## config.mk

```make
export PLATFORM = sky130hd
export DESIGN_NAME = escalonador_comandos
export DESIGN_NICKNAME = d
export VERILOG_FILES = /design/src/rtl/escalonador_comandos_pkg.sv /design/src/rtl/escalonador_comandos_contador_timeout.sv /design/src/rtl/escalonador_comandos.sv
export SDC_FILE = /design/constraint.sdc
export NUM_CORES = 1
export LEC_CHECK = 0
export CAP_MARGIN = 10
export CORE_ASPECT_RATIO = 0.5
export CORE_UTILIZATION = 46
export DETAILED_ROUTE_END_ITERATION = 12
export HOLD_SLACK_MARGIN = 0.12
export PLACE_DENSITY = 0.66
export SLEW_MARGIN = 15
export SYNTH_ARGS = -nofsm -noshare
export SYNTH_HDL_FRONTEND = slang
export SYNTH_HIERARCHICAL = 1
export SYNTH_SLANG_ARGS = --single-unit
```

## constraint.sdc

```tcl
create_clock -name clock -period 5.31 [get_ports clock]
set_input_delay 1.593 -clock clock [delete_from_list [all_inputs] [get_ports clock]]
set_output_delay 1.593 -clock clock [all_outputs]
set_load 0.01 [all_outputs]
```

## src/rtl/escalonador_comandos_pkg.sv

```systemverilog
// Shared definitions for the command scheduler:
// command/response codes, FSM states and response word helpers.
package escalonador_comandos_pkg;

   localparam logic [7:0] CMD_STATUS = 8'h01;
   localparam logic [7:0] CMD_TEMP   = 8'h02;
   localparam logic [7:0] CMD_UMID   = 8'h03;
   localparam logic [7:0] CMD_CT_ON  = 8'h04;
   localparam logic [7:0] CMD_CU_ON  = 8'h05;
   localparam logic [7:0] CMD_CT_OFF = 8'h06;
   localparam logic [7:0] CMD_CU_OFF = 8'h07;

   localparam logic [7:0] RSP_OK     = 8'h07;
   localparam logic [7:0] RSP_UMID   = 8'h08;
   localparam logic [7:0] RSP_TEMP   = 8'h09;
   localparam logic [7:0] RSP_CT_OFF = 8'h0A;
   localparam logic [7:0] RSP_CU_OFF = 8'h0B;
   localparam logic [7:0] RSP_FALHA  = 8'h1F;
   localparam logic [7:0] RSP_INVAL  = 8'hCF;
   localparam logic [7:0] RSP_END    = 8'hEF;

   typedef enum logic [2:0] {
      OCIOSO        = 3'd0,
      DECODIFICA    = 3'd1,
      REQ_SENSOR    = 3'd2,
      ESPERA_SENSOR = 3'd3,
      CARREGA_TX    = 3'd4,
      ESPERA_TX     = 3'd5
   } estado_t;

   typedef enum logic [1:0] {
      LE_STATUS = 2'd0,
      LE_TEMP   = 2'd1,
      LE_UMID   = 2'd2
   } leitura_t;

   function automatic logic [15:0] palavra(
      input logic [7:0] codigo,
      input logic [7:0] dado
   );
      return {codigo, dado};
   endfunction

   function automatic logic cmd_valido(input logic [7:0] c);
      return (c >= CMD_STATUS) && (c <= CMD_CU_OFF);
   endfunction

endpackage

```

## src/rtl/escalonador_comandos_contador_timeout.sv

```systemverilog
// Saturating down-counter: load has priority, expirou while at zero.
// Used for the sensor timeout and the continuous-mode period.
module contador_timeout #(
   parameter int W = 8
) (
   input  logic         clock,
   input  logic         reset_n,
   input  logic         carrega,
   input  logic         habilita,
   input  logic [W-1:0] valor,
   output logic         expirou
);

   logic [W-1:0] cnt_q;
   logic [W-1:0] cnt_d;

   always_comb begin
      cnt_d = cnt_q;
      if (carrega)
         cnt_d = valor;
      else if (habilita && (cnt_q != '0))
         cnt_d = cnt_q - 1'b1;
   end

   always_ff @(posedge clock or negedge reset_n) begin
      if (!reset_n)
         cnt_q <= '0;
      else
         cnt_q <= cnt_d;
   end

   assign expirou = (cnt_q == '0);

endmodule

```

## src/rtl/escalonador_comandos.sv

```systemverilog
// Host command scheduler: decodes UART words, drives one sensor read
// per command, replies through the transmitter, runs periodic reads.
module escalonador_comandos
   import escalonador_comandos_pkg::*;
#(
   parameter int NUM_SENSORES   = 32,
   parameter int TIMEOUT_CICLOS = 100000,
   parameter int PERIODO_CICLOS = 50000000
) (
   input  logic        clock,
   input  logic        reset_n,
   input  logic        rx_valid,
   input  logic [15:0] rx_word,
   output logic        sensor_req,
   output logic [7:0]  sensor_addr,
   input  logic        sensor_done,
   input  logic        sensor_err,
   input  logic [7:0]  sensor_temp,
   input  logic [7:0]  sensor_umid,
   output logic        tx_start,
   output logic [15:0] tx_word,
   input  logic        tx_done,
   output logic        ocupado,
   output logic        overflow
);

   localparam int TW = $clog2(TIMEOUT_CICLOS + 1);
   localparam int PW = $clog2(PERIODO_CICLOS + 1);
   // Loads chosen so tx_start lands exactly TIMEOUT_CICLOS after
   // sensor_req, and idle periodic reads are PERIODO_CICLOS apart.
   localparam logic [TW-1:0] TO_CARGA  = TW'(TIMEOUT_CICLOS - 2);
   localparam logic [PW-1:0] PER_CARGA = PW'(PERIODO_CICLOS - 1);
   localparam logic [8:0]    NUM_S     = 9'(NUM_SENSORES);

   estado_t     estado_q, estado_d;
   logic [15:0] buf_q, buf_d;
   logic        cheio_q, cheio_d;
   logic        ovf_q, ovf_d;
   logic [7:0]  addr_q, addr_d;
   leitura_t    leit_q, leit_d;
   logic [15:0] resp_q, resp_d;
   logic        ct_q, ct_d;
   logic        cu_q, cu_d;
   logic [7:0]  caddr_q, caddr_d;
   logic        alt_q, alt_d;

   logic        libera;
   logic        per_carrega;
   logic        per_hab;
   logic        per_exp;
   logic        to_carrega;
   logic        to_hab;
   logic        to_exp;
   logic [7:0]  cmd;
   logic [7:0]  ender;
   logic        end_ok;
   logic        c_inval;
   logic        c_end;
   logic        c_ct_off;
   logic        c_cu_off;

   assign cmd      = buf_q[7:0];
   assign ender    = buf_q[15:8];
   assign end_ok   = ({1'b0, ender} < NUM_S);
   assign c_inval  = !cmd_valido(cmd);
   assign c_end    = cmd_valido(cmd) && !end_ok;
   assign c_ct_off = end_ok && (cmd == CMD_CT_OFF);
   assign c_cu_off = end_ok && (cmd == CMD_CU_OFF);

   assign to_carrega = (estado_q == REQ_SENSOR);
   assign to_hab     = (estado_q == ESPERA_SENSOR);
   assign per_hab    = ct_q | cu_q;

   contador_timeout #(.W(TW)) u_timeout (
      .clock    (clock),
      .reset_n  (reset_n),
      .carrega  (to_carrega),
      .habilita (to_hab),
      .valor    (TO_CARGA),
      .expirou  (to_exp)
   );

   contador_timeout #(.W(PW)) u_periodo (
      .clock    (clock),
      .reset_n  (reset_n),
      .carrega  (per_carrega),
      .habilita (per_hab),
      .valor    (PER_CARGA),
      .expirou  (per_exp)
   );

   always_comb begin
      estado_d    = estado_q;
      addr_d      = addr_q;
      leit_d      = leit_q;
      resp_d      = resp_q;
      ct_d        = ct_q;
      cu_d        = cu_q;
      caddr_d     = caddr_q;
      alt_d       = alt_q;
      libera      = 1'b0;
      per_carrega = 1'b0;

      unique case (estado_q)
         OCIOSO: begin
            if (cheio_q) begin
               estado_d = DECODIFICA;
            end else if (per_hab && per_exp) begin
               estado_d    = REQ_SENSOR;
               addr_d      = caddr_q;
               per_carrega = 1'b1;
               if (ct_q && cu_q) begin
                  leit_d = alt_q ? LE_UMID : LE_TEMP;
                  alt_d  = ~alt_q;
               end else begin
                  leit_d = ct_q ? LE_TEMP : LE_UMID;
               end
            end
         end
         DECODIFICA: begin
            libera   = 1'b1;
            estado_d = CARREGA_TX;
            unique case (1'b1)
               c_inval:  resp_d = palavra(RSP_INVAL, 8'h00);
               c_end:    resp_d = palavra(RSP_END, 8'h00);
               c_ct_off: begin
                  ct_d   = 1'b0;
                  resp_d = palavra(RSP_CT_OFF, 8'h00);
               end
               c_cu_off: begin
                  cu_d   = 1'b0;
                  resp_d = palavra(RSP_CU_OFF, 8'h00);
               end
               default: begin
                  estado_d = REQ_SENSOR;
                  addr_d   = ender;
                  if (cmd == CMD_STATUS)
                     leit_d = LE_STATUS;
                  else if ((cmd == CMD_TEMP) || (cmd == CMD_CT_ON))
                     leit_d = LE_TEMP;
                  else
                     leit_d = LE_UMID;
                  if (cmd == CMD_CT_ON) begin
                     ct_d        = 1'b1;
                     caddr_d     = ender;
                     per_carrega = 1'b1;
                  end
                  if (cmd == CMD_CU_ON) begin
                     cu_d        = 1'b1;
                     caddr_d     = ender;
                     per_carrega = 1'b1;
                  end
               end
            endcase
         end
         REQ_SENSOR: estado_d = ESPERA_SENSOR;
         ESPERA_SENSOR: begin
            if (sensor_done) begin
               estado_d = CARREGA_TX;
               if (sensor_err)
                  resp_d = palavra(RSP_FALHA, 8'h00);
               else begin
                  case (leit_q)
                     LE_STATUS: resp_d = palavra(RSP_OK, 8'h00);
                     LE_TEMP:   resp_d = palavra(RSP_TEMP, sensor_temp);
                     default:   resp_d = palavra(RSP_UMID, sensor_umid);
                  endcase
               end
            end else if (to_exp) begin
               estado_d = CARREGA_TX;
               resp_d   = palavra(RSP_FALHA, 8'h00);
            end
         end
         CARREGA_TX: estado_d = ESPERA_TX;
         ESPERA_TX: begin
            if (tx_done)
               estado_d = OCIOSO;
         end
         default: estado_d = OCIOSO;
      endcase
   end

   // Pending buffer: a word arriving on the freeing cycle is kept.
   always_comb begin
      buf_d   = buf_q;
      cheio_d = cheio_q;
      ovf_d   = 1'b0;
      if (rx_valid) begin
         if (!cheio_q || libera) begin
            buf_d   = rx_word;
            cheio_d = 1'b1;
         end else begin
            ovf_d = 1'b1;
         end
      end else if (libera) begin
         cheio_d = 1'b0;
      end
   end

   always_ff @(posedge clock or negedge reset_n) begin
      if (!reset_n) begin
         estado_q <= OCIOSO;
         buf_q    <= '0;
         cheio_q  <= 1'b0;
         ovf_q    <= 1'b0;
         addr_q   <= '0;
         leit_q   <= LE_STATUS;
         resp_q   <= '0;
         ct_q     <= 1'b0;
         cu_q     <= 1'b0;
         caddr_q  <= '0;
         alt_q    <= 1'b0;
      end else begin
         estado_q <= estado_d;
         buf_q    <= buf_d;
         cheio_q  <= cheio_d;
         ovf_q    <= ovf_d;
         addr_q   <= addr_d;
         leit_q   <= leit_d;
         resp_q   <= resp_d;
         ct_q     <= ct_d;
         cu_q     <= cu_d;
         caddr_q  <= caddr_d;
         alt_q    <= alt_d;
      end
   end

   assign sensor_req  = (estado_q == REQ_SENSOR);
   assign sensor_addr = addr_q;
   assign tx_start    = (estado_q == CARREGA_TX);
   assign tx_word     = resp_q;
   assign ocupado     = (estado_q != OCIOSO);
   assign overflow    = ovf_q;

endmodule

```

==> impl.org, run 1 <==
** STA
- Clock skew on the completed layout was measured at 0.00943 ns.
- Setup_tns :: 0 ns
- Setup repair after global routing left no endpoint under its margin.
- Final period util :: 69.8%
- The final number of max-transition violations came to 0.
- Worst-case headroom to the max-slew limit :: 37.2%
- Worst Max-Slew Pin Slew :: 0.942 ns
- Based on the critical path, the design can be clocked at up to 270 MHz.
- The final hold violation count was 0.
- Clock period minus worst slack :: 3.71 ns
- Setup violations remaining at the end of the flow were counted as 0.

** Critical path
- Launching instance or port of the critical path :: estado_q[0]
- Arrival time worst endpoint :: 2.12 ns
- Crit-path slowest cell :: sky130_fd_sc_hd__dfrtp_1
- Critical Path Sink Type :: output pin
- Startpoint class of the critical path :: flip-flop
- Data on the critical path is required at its endpoint by 3.72 ns.
- In this run the critical register-to-register path is captured at u_periodo/cnt_q[13].
- The startpoint identified for the worst register-to-register timing path is u_periodo/cnt_q[0].
- Delay of the slowest cell on the worst path :: 0.63 ns
- Sequence of cells on the critical path :: nor3b_2 -> buf_4 -> clkdlybuf4s50_1
- The number of cells on the worst reg-to-reg path is 12.
- Type of the worst setup path :: reg -> out
- Along the worst path, the maximum fanout reaches 29.
- FF-to-FF setup slack :: 1.80 ns

** Final layout
- Counting the fill cells in the layout gives 959.
- The net count of the finished layout is 649.
- Post-route cell area :: 0.00660 mm^2
- The count of cells in the finished layout, fillers not included, comes to 773.
- From synthesis to final layout, the design area changed by 21.9%.
- Post-route core utilization :: 58.8%
- Ratio of cells with drive above 1 in the final layout :: 14.2%
- # diodes :: 0
- The sequential cells in the finished layout cover a total of 0.00250 mm^2.
- The multi-input combinational cells in the finished layout cover a total of 0.00288 mm^2.

** Drt
- After detailed routing, the number of vias per cell comes to 5.36.
- In the routed design, unresolved DRC markers number 0.
- The detail route stage leaves a number of antenna-violating nets equal to 0.
- For this block, the routed nets add up to 11,600 um of wire.
- Number of design-rule violations left by the first detailed-router iteration :: 226
- In the final routed layout, each cell accounts on average for 15.0 um.
- The detailed router placed 4,142 vias in this run.
- First-pass detailed-route iteration total :: 4

** Placed design
- Cell Area, Placed :: 0.00632 mm^2
- Routability-driven placement finished with a final weighted congestion of 0.784.
- Buffers placed on the I/O ports in this run total 65.
- Cells after DPL :: 757
- Detailed placement finished with a half-perimeter wire length of 7860 um.

** Global route
- Antenna violations before repair :: 0
- After global routing the overflow that remains totals 0.
- Largest net degree at the start of global routing :: 77
- Layer carrying the most global-route usage :: met2
- GRT met1 Usage :: 27.2%
- The first global-routing pass estimated 19,600 um of wire.
- The via count of the first global-routing pass is 3,961.
- For this run, global-route usage on met2 was measured as 33.9%.
- Global routing used 20.4% of the available tracks.
- Global routing used 4.20% of the available met3 tracks.

** Floorplan
- After floorplanning, the core was divided into 27 placement rows.
- From bottom edge to top edge, the die measures 78.7 um.
- I/O pin count :: 66
- After floorplanning, the core was sized to cover 0.0112 mm^2.
- The floorplan step set the die width to 155 um.
- Die ar. :: 0.0122 mm^2
- For this configuration, the core starts out at a cell density of 48.3%.

** Power
- VDD IR max :: 0.171 mV
- Power per cell area :: 359 mW/mm^2
- Leakage power :: 2.60 nW

** Clocking
- Number of buffers on the longest clock path :: 2
- Number of buffers created by CTS :: 9
- In this run the number of H-tree levels came out at 3.
- Clock-pin slew was measured on the worst setup and hold paths at 0.07 ns.
- Counting every sink on the clock net gives 100.
- TritonCTS built the clock tree.
- Root Buffer Master :: sky130_fd_sc_hd__clkbuf_16
- Later-pin clock latency in the skew report :: 0.35 ns
- Once the clock tree was built, the setup fixing pass inserted 0 buffers.
- Post-CTS Hold Fix Bufs :: 0
- Post-cts sizing count :: 0

** Synth
- Cell count after synthesis :: 515
- Sequential area share after synthesis :: 46.2%
- Netlist cell types :: 73
- Dominant register cell in the synthesized netlist :: sky130_fd_sc_hd__dfrtp_1
- EDFF count, synth :: 0
- After synthesis the cells add up to 0.00542 mm^2.
- After synthesis, the mean cell area works out to 10.5 um^2.
- The synthesized design contains 100 register bits.
- For this run, the number of Yosys warnings is 6.
- Of all flip-flops after synthesis, the portion carrying an async set or reset was 100%.

** Worst hold path
- Hold Crit Endpoint :: caddr_q[3]
- Cell depth of the worst hold path :: 1
- In this run the most critical hold path is launched from caddr_q[3].
- In this run the worst hold path is classified as reg -> reg.

** Run status
- Outcome :: finished, final reports clean

** Run
- Max-cap violations in this run came to 0.
[cells by family (layout without fill, tap and decap cells)]
logic type | after synthesis | in the layout | synth area share (%)
adders and majority gates | 2 | 2 | 0.462
other | 2 | 43 | 0.139
and+or+nand+nor | 177 | 177 | 20.6
buffers and inverters | 43 | 101 | 3.51
muxes | 48 | 48 | 10.5
xor gates and xnor gates | 18 | 18 | 2.91
AOI/OAI and AO/OA | 125 | 125 | 15.7
DFF | 100 | 100 | 46.2
[layer usage]
metal / routed length (um) / part of all wire, %
met5: 0 / 0
met4: 105 / 0.91
met3: 247 / 2.1
met2: 5430 / 47
met1: 5780 / 50
[per-stage QoR]
stage / power (mW) / hold WS [ns] / worst slack, ns
floorplan: 1.55 / 0.446 / 2.62
global placement: 1.74 / 0.462 / 1.92
detailed placement: 1.76 / 0.473 / 1.81
CTS: 2.39 / 0.488 / 1.56
global route: 2.53 / 0.495 / 1.45
finish: 2.37 / 0.485 / 1.60
[power breakdown]
group	leakage [nW]	switching (mW)	internal, mW
clock	0.137	0.306	0.324
combinational	1.30	0.253	0.343
sequential	1.16	0.220	0.925
[synthesized netlist by cell type, drive strengths merged (9+ instances only)]
cell	count	area (um^2)
inv	16	60.1
o21ai	38	194
xnor2	9	78.8
clkbuf	15	57.6
nand3	12	60.1
dfrtp	100	2500
nand4	11	81.3
mux2	44	529
nor4	11	133
nor2	32	120
nor3	14	86.3
xor2	9	78.8
a31oi	19	119
or4	13	101
nand2	32	120
buf	11	68.8
a22oi	9	67.6
[registers in the layout (all words and copies together), names as in the netlist]
signal,count
alt_q,1
buf_q,16
caddr_q,8
cheio_q,1
ct_q,1
cu_q,1
estado_q,3
leit_q,2
overflow,1
sensor_addr,8
tx_word,15
u_periodo/cnt_q,26
u_timeout/cnt_q,17
[layout by cell type (no fill, tap or decap), types with 4 or more instances in the layout]
cell type,netlist,layout
sky130_fd_sc_hd__a21oi_1,7,7
sky130_fd_sc_hd__a22oi_1,9,9
sky130_fd_sc_hd__a31oi_1,19,19
sky130_fd_sc_hd__and2_1,5,5
sky130_fd_sc_hd__and3_1,4,4
sky130_fd_sc_hd__buf_4,1,4
sky130_fd_sc_hd__clkbuf_16,0,9
sky130_fd_sc_hd__clkdlybuf4s50_1,0,64
sky130_fd_sc_hd__conb_1,2,43
sky130_fd_sc_hd__dfrtp_1,100,100
sky130_fd_sc_hd__inv_1,16,16
sky130_fd_sc_hd__mux2_1,5,5
sky130_fd_sc_hd__mux2_2,30,30
sky130_fd_sc_hd__mux2_4,9,9
sky130_fd_sc_hd__mux2i_1,4,4
sky130_fd_sc_hd__nand2_1,32,32
sky130_fd_sc_hd__nand2b_1,6,6
sky130_fd_sc_hd__nand3_1,12,12
sky130_fd_sc_hd__nand4_1,9,9
sky130_fd_sc_hd__nor2_1,32,32
sky130_fd_sc_hd__nor2b_1,6,6
sky130_fd_sc_hd__nor3_1,12,12
sky130_fd_sc_hd__nor4_1,5,5
sky130_fd_sc_hd__o2111ai_1,4,4
sky130_fd_sc_hd__o211ai_1,6,6
sky130_fd_sc_hd__o21ai_0,35,35
sky130_fd_sc_hd__o2bb2ai_1,8,8
sky130_fd_sc_hd__o31ai_1,7,7
sky130_fd_sc_hd__o41ai_1,8,8
sky130_fd_sc_hd__or3_1,6,6
sky130_fd_sc_hd__or4_1,12,12
sky130_fd_sc_hd__xnor2_1,9,9
sky130_fd_sc_hd__xor2_1,9,9
[worst max-delay path, delay by kind of cell, from the launching register on]
family,cells,cell delay [ns]
flops,1,0.63
simple gates,1,0.26
buf+inv,2,0.88
[worst max path at each step]
stage,depth (start not counted),slack (ns),to
after floorplan,3,2.62,ocupado
after global placement,12,1.92,u_periodo/cnt_q[13]
after detailed placement,12,1.81,u_periodo/cnt_q[13]
after CTS,3,1.56,sensor_req
after global routing,3,1.45,sensor_req
final,3,1.60,sensor_req
[area by class of cell]
type	count	area share, %
Clock buffer	9	3.41
Clock inverter	7	0.853
Inverter	17	0.967
Multi-Input combinational cell	413	43.7
Sequential cell	100	37.9
Tap cell	159	3.01
Timing Repair Buffer	68	10.2
(Power assumes the default switching activity.)
==> run 2: changes to the inputs <==
--- a/config.mk
+++ b/config.mk
@@ -10,7 +10,7 @@
 export CORE_UTILIZATION = 46
 export DETAILED_ROUTE_END_ITERATION = 12
 export HOLD_SLACK_MARGIN = 0.12
-export PLACE_DENSITY = 0.66
+export PLACE_DENSITY = 0.69
 export SLEW_MARGIN = 15
 export SYNTH_ARGS = -nofsm -noshare
 export SYNTH_HDL_FRONTEND = slang
==> constraint.sdc (replaced) <==
create_clock -name clock -period 3.3 [get_ports clock]
set_input_delay 0.99 -clock clock [delete_from_list [all_inputs] [get_ports clock]]
set_output_delay 0.99 -clock clock [all_outputs]
set_load 0.01 [all_outputs]
==> impl.org, run 2 (synthesis gave the netlist of run 1 again) <==
** STA
- The final number of max-transition violations was 0.
- After layout, the worst path uses 90.0% of the clock period.
- Worst Max-Slew Pin Slew :: 0.728 ns
- Clock skew on the completed layout was measured at 0.00805 ns.
- For this run, the top clock speed supported by timing is 337 MHz.
- Setup_tns :: 0 ns
- Final hold analysis gives a worst-case slack of 0.484 ns.
- Setup repair after global routing left no endpoint under its margin.
- Clock period minus worst slack :: 2.97 ns
- The final hold violation count is 0.
- Final number of setup-violating endpoints :: 0
- Measured against its own limit, the worst slew margin works out to 51.5%.

** Critical path
- At the worst endpoint, the arrival time is 1.98 ns.
- Type of the worst setup path :: reg -> out
- Sequence of cells on the critical path :: or3_1 -> clkdlybuf4s50_1
- Sum of buffers and inverters on the critical path :: 1
- For the worst setup path, the data required time is 2.31 ns.
- The largest single stage delay on the critical path is 0.63 ns.
- Of all nets on the critical path, the largest fanout is 20.
- STA classifies the critical path startpoint as a flip-flop.
- Kind of cell adding the most delay to the critical path :: flip-flops
- Critical Path Sink Type :: output pin
- Crit-path slowest cell :: sky130_fd_sc_hd__dfrtp_1

** Final layout
- The finished layout holds 780 standard cells, fillers aside.
- After routing the design area is 0.00666 mm^2.
- In the final layout, the share of cells above drive strength 1 is 15.1%.
- The library cells used most frequently in the layout, excluding fill and tap cells, are 100 x sky130_fd_sc_hd__dfrtp_1, 64 x sky130_fd_sc_hd__clkdlybuf4s50_1, 43 x sky130_fd_sc_hd__conb_1.
- The largest registers in the layout are u_periodo/cnt_q: 26 flops, u_timeout/cnt_q: 17 flops, buf_q: 16 flops.
- Fill cells in the final layout number 993.
- Register containing the most flip-flops in the final layout :: u_periodo/cnt_q
- For this run, the post-layout net count is 656.
- Leaving out fill and tap cells, the most frequent cell in the layout is sky130_fd_sc_hd__dfrtp_1.
- The register with the most flip-flops in the layout has 26 of them.
- P&R area growth vs syn :: 23.0%
- 0 antenna diodes ended up in the layout.

** Clocking
- Clock-pin slew was measured on the worst setup and hold paths at 0.07 ns.
- Number of buffers created by CTS :: 9
- TritonCTS built the clock tree.
- Count of clock tree sinks :: 100
- No sink is reached through more buffers than the 2 on the longest clock path.
- Post-cts sizing count :: 0
- Post-CTS Setup Bufs :: 0
- The H-tree generated during clock tree synthesis spans 3 levels.
- For this design, the CTS-stage hold fixing added 0 buffers.
- Root Buffer Master :: sky130_fd_sc_hd__clkbuf_16
- Later-pin clock latency in the skew report :: 0.35 ns

** Floorplan
- From bottom edge to top edge, the die measures 78.7 um.
- Cell Rows :: 27
- The floorplan step defined a die boundary enclosing 0.0122 mm^2.
- Starting density of the core :: 48.3%
- Width of the die :: 155 um
- After floorplanning, the core was sized to cover 0.0112 mm^2.
- 66 I/O pins were placed.

** Run status
- Outcome :: finished, final reports clean

** Power
- Power spread over the standard cell area amounts to 572 mW/mm^2.
- The analysis attributes to cell leakage a power of 2.63 nW.
- VDD IR max :: 0.252 mV

** Placed design
- Once detailed placement completed, the half-perimeter wirelength came to 8240 um.
- After detailed placement, the total cell area comes to 0.00638 mm^2.
- In this run, placement finished with an instance count of 764.
- Routability congestion estimate from global placement :: 0.827
- PortBufs :: 65

** Worst hold path
- Hold/Removal Path Class :: reg -> reg

** Drt
- Routed Wire Length :: 11,800 um
- The routed layout has 4,218 vias.
- After detailed routing, the number of vias per cell comes to 5.41.
- First-pass detailed-route iteration total :: 4
- Number of remaining DRC errors :: 0
- Antenna violation net count after detailed routing :: 0
- The first routing iteration left 242 violations.
- Average wire length per cell after detail routing :: 15.1 um

** Global route
- The via count of the first global-routing pass is 4,194.
- Aggregate global-route resource usage :: 21.2%
- Entering global routing, the biggest net connects 45 pins.
- Global route total overflow :: 0
- The first global-routing pass estimated 20,600 um of wire.
- Antenna violations before repair :: 0

** Run
- Max-cap violations in this run came to 0.
==> run 2: cell count changes in the layout (fill, tap and decap cells not counted), sizes merged <==
cell,delta
buf,+7
clkinv,-2
clkinvlp,+4
inv,-2
==> run 2: worst reg2reg max path: stages (launching register included) <==
cell and delay (ns):
sky130_fd_sc_hd__dfrtp_1 0.42, sky130_fd_sc_hd__inv_1 0.11, sky130_fd_sc_hd__ha_1 0.19, sky130_fd_sc_hd__nor3b_2 0.31
sky130_fd_sc_hd__nand4_2 0.15, sky130_fd_sc_hd__nor2_1 0.22, sky130_fd_sc_hd__and3_1 0.27, sky130_fd_sc_hd__a21o_1 0.15
sky130_fd_sc_hd__inv_1 0.28, sky130_fd_sc_hd__nand2_1 0.19, sky130_fd_sc_hd__o21ai_0 0.09, sky130_fd_sc_hd__a211o_1 0.27
==> run 2: path summary, 6_finish.rpt <==
path | startpoint | end | slack, ns | cells after the start
min in group asynchronous | reset_n | u_periodo/cnt_q[17] | 0.62 | 1
worst min-delay path | tx_word[10] | tx_word[10] | 0.48 | 1
max in group asynchronous | reset_n | estado_q[2] | 2.01 | 2
worst max register to register | u_periodo/cnt_q[0] | u_periodo/cnt_q[13] | 0.54 | 11
worst max-delay path | estado_q[0] | ocupado | 0.33 | 2
worst min register to register | tx_word[10] | tx_word[10] | 0.48 | 1
==> run 2: per-stage QoR <==
stage	setup WS [ns]	util [%]	total power, mW
after global routing	0.243	59.4	4.04
after CTS	0.335	59.4	3.85
after global placement	0.572	56.9	2.81
after floorplan	0.860	-	2.50
after detailed placement	0.523	56.9	2.85
final	0.330	59.4	3.81
==> run 2: cell type report <==
type	instances	area, um^2	area share [%]
clock buffers	9	225	3.38
clock inverters	7	51.3	0.770
multi-input cells	413	2880	43.3
repair buffers	75	736	11.0
well taps	159	199	2.99
flip-flops and latches	100	2500	37.6
inverters	17	63.8	0.958
==> run 2: report_power, final <==
part           leakage (nW)  switching (mW)  internal, mW
Sequential             1.16           0.358          1.49
Combinational          1.34           0.416         0.562
Clock                 0.120           0.475         0.512
==> run 2: metal layers <==
| metal | up-vias | share of wire [%] | GRT usage (%) |
|---|---|---|---|
| li1 | 2099 | - | - |
| met1 | 2047 | 48 | 28.9 |
| met2 | 61 | 48 | 35.1 |
| met3 | 11 | 2.5 | 3.66 |
| met4 | 0 | 1.1 | 5.78 |
| met5 | - | 0 | 0 |
==> run 3: changes to the inputs <==
--- a/config.mk
+++ b/config.mk
@@ -8,6 +8,7 @@
 export CAP_MARGIN = 10
 export CORE_ASPECT_RATIO = 0.5
 export CORE_UTILIZATION = 46
+export CTS_BUF_LIST = sky130_fd_sc_hd__clkbuf_8
 export DETAILED_ROUTE_END_ITERATION = 12
 export HOLD_SLACK_MARGIN = 0.12
 export PLACE_DENSITY = 0.69
==> impl.org, run 3 (synthesis gave the netlist of run 1 again) <==
** STA
- Final period util :: 90.5%
- Post-Route Skew :: 0.0173 ns
- Headroom to the max-slew limit came out at 51.4%.
- The final hold violation count is 0.
- Setup_tns :: 0 ns
- Setup violations remaining at the end of the flow were counted as 0.
- Highest clock frequency the design can meet :: 335 MHz
- Setup repair after global routing left no endpoint under its margin.
- Worst Max-Slew Pin Slew :: 0.728 ns
- The final number of max-transition violations is 0.
- Clock period minus worst slack :: 2.99 ns

** Global route
- Number of global-route vias before repair :: 4,152
- The number of antenna violations at the first check in global routing came to 0.
- Global routing consumed, on the met1 layer, 28.6% of the routing resources.
- Global route total overflow :: 0
- Largest net degree at the start of global routing :: 45
- Met3 capacity usage during global routing :: 4.31%
- For this run, global-route usage on met2 was measured as 34.7%.
- In this run the most used layer during global routing was met2.
- The first global-routing pass estimated 20,500 um of wire.
- Global routing used 21.1% of the available tracks across all layers.

** Final layout
- Highest-count cells in the layout ignoring fill and taps :: 100 x sky130_fd_sc_hd__dfrtp_1, 64 x sky130_fd_sc_hd__clkdlybuf4s50_1, 43 x sky130_fd_sc_hd__conb_1
- Leaving out fill and tap cells, the most frequent cell in the layout is sky130_fd_sc_hd__dfrtp_1.
- Net total in the final layout :: 656
- # diodes :: 0
- Relative to the synthesized area, the layout overhead comes to 21.1%.
- Number of flip-flops in the largest register :: 26
- Register containing the most flip-flops in the final layout :: u_periodo/cnt_q
- The largest registers in the layout are u_periodo/cnt_q: 26 flops, u_timeout/cnt_q: 17 flops, buf_q: 16 flops.
- Of the cells placed in the final design, the portion with a size suffix greater than 1 is 15.1%.

** Power
- Fraction of power consumed by sequential logic :: 52.1%
- The worst-case IR drop observed on VDD is 0.214 mV.
- In this run the power density over the cells is 539 mW/mm^2.
- For this design the static power due to leakage is 2.58 nW.
- The design draws 3.54 mW.
- Summed over all nets, the switching power comes to 1.21 mW.
- Fraction of power consumed by the clock network :: 20.3%
- Of the total power, the share spent switching nets is 34.3%.
- Part of the power in combinational logic :: 27.6%
- Cell internal power was estimated by the tool at 2.32 mW.

** Floorplan
- The core region is 0.0112 mm^2.
- Starting density of the core :: 48.3%
- Height of the die :: 78.7 um
- During I/O placement, the number of pins put on the boundary was 66.
- Die ar. :: 0.0122 mm^2
- Width of the die :: 155 um
- Row generation in the floorplan step produced 27 rows.

** Clocking
- The H-tree was split into 3 levels.
- In this run, post-CTS hold repair placed 0 buffers.
- Counting along the longest clock path gives a buffer depth of 2.
- TritonCTS built the clock tree.
- Number of buffers created by CTS :: 9
- The clock drives 100 sinks.
- After clock tree synthesis, the clock-pin slew on the worst setup and hold paths is 0.10 ns.
- Later-pin clock latency in the skew report :: 0.38 ns
- The number of gates resized after CTS was 0.
- Post-CTS timing repair inserted 0 buffers for setup.
- Root Buffer Master :: sky130_fd_sc_hd__clkbuf_8

** Drt
- In this run the remaining antenna-violating nets after routing total 0.
- Vias/cell :: 5.34
- Average wire length per cell after detail routing :: 15.0 um
- Summed over all layers, the routed wires come to 11,700 um.
- For this run, the detailed router's first-pass iteration total came to 4.
- Via count :: 4,162
- For this block, the initial DRC count from the detailed router was 239.
- In the routed design, unresolved DRC markers number 0.

** Critical path
- Kind of cell adding the most delay to the critical path :: flip-flops
- The number of buffers and inverters on the critical path is 1.
- For this run, the slowest stage of the critical path takes 0.64 ns.
- Worst-path fanout max :: 20
- Crit-path slowest cell :: sky130_fd_sc_hd__dfrtp_1
- Critical Path Sink Type :: output pin
- Sequence of cells on the critical path :: or3_1 -> clkdlybuf4s50_1
- The critical path is of the reg -> out type.
- Worst endpoint required time :: 2.31 ns
- STA classifies the critical path startpoint as a flip-flop.
- Data on the critical path arrives at its endpoint at 2.00 ns.

** Placed design
- PortBufs :: 65
- At the end of routability-driven placement, the weighted congestion stood at 0.827.
- Once detailed placement completed, the half-perimeter wirelength came to 8240 um.

** Worst hold path
- Hold/Removal Path Class :: reg -> reg

** Run status
- The run finished with clean final reports.

** Run
- The tool flagged a number of max-cap violations equal to 0.
## run 3: cell counts in the layout (fill, tap and decap cells not counted)
No cell type changed its count.
## run 3: worst paths after layout
| kind | endpoint | start | slack, ns | depth (start not counted) |
|---|---|---|---|---|
| worst max-delay path | ocupado | estado_q[0] | 0.31 | 2 |
| max in group asynchronous | tx_word[11] | reset_n | 2.03 | 2 |
| worst min register to register | alt_q | alt_q | 0.49 | 1 |
| worst min-delay path | alt_q | alt_q | 0.49 | 1 |
| min in group asynchronous | estado_q[1] | reset_n | 0.59 | 1 |
| worst max register to register | u_periodo/cnt_q[13] | u_periodo/cnt_q[0] | 0.55 | 11 |
## run 3: area by class of cell
type | instances | area (um^2)
fillers | 1005 | 4660
repair buffers | 75 | 736
multi-input cells | 413 | 2880
well taps | 159 | 199
clock inverters | 7 | 51.3
clock buffers | 9 | 124
flip-flops and latches | 100 | 2500
inverters | 17 | 63.8
## run 3: routing by layer
metal | up-vias | part of all wire (%)
met3 | 10 | 2.3
met4 | 0 | 0.91
li1 | 2095 | -
met5 | - | 0
met2 | 44 | 48
met1 | 2013 | 49
## run 3: power groups by stage
stage | logic (mW) | clock network [mW] | registers, mW
floorplan | 0.782 | 0 | 1.72
global placement | 0.958 | 0 | 1.85
detailed placement | 0.984 | 0 | 1.86
CTS | 0.988 | 0.752 | 1.84
global route | 1.08 | 0.802 | 1.90
finish | 0.976 | 0.719 | 1.84
## run 3: through the flow
stage	worst slack, ns	hold slack (ns)	area, um^2	cells	utilization, %
5_1_grt	0.191	0.498	6560	780	58.5
4_1_cts	0.287	0.490	6560	780	58.5
6_report	0.312	0.488	6560	780	58.5
2_1_floorplan	0.860	0.446	5570	556	-
3_5_place_dp	0.523	0.474	6380	764	56.9
3_3_place_gp	0.572	0.463	6380	764	56.9
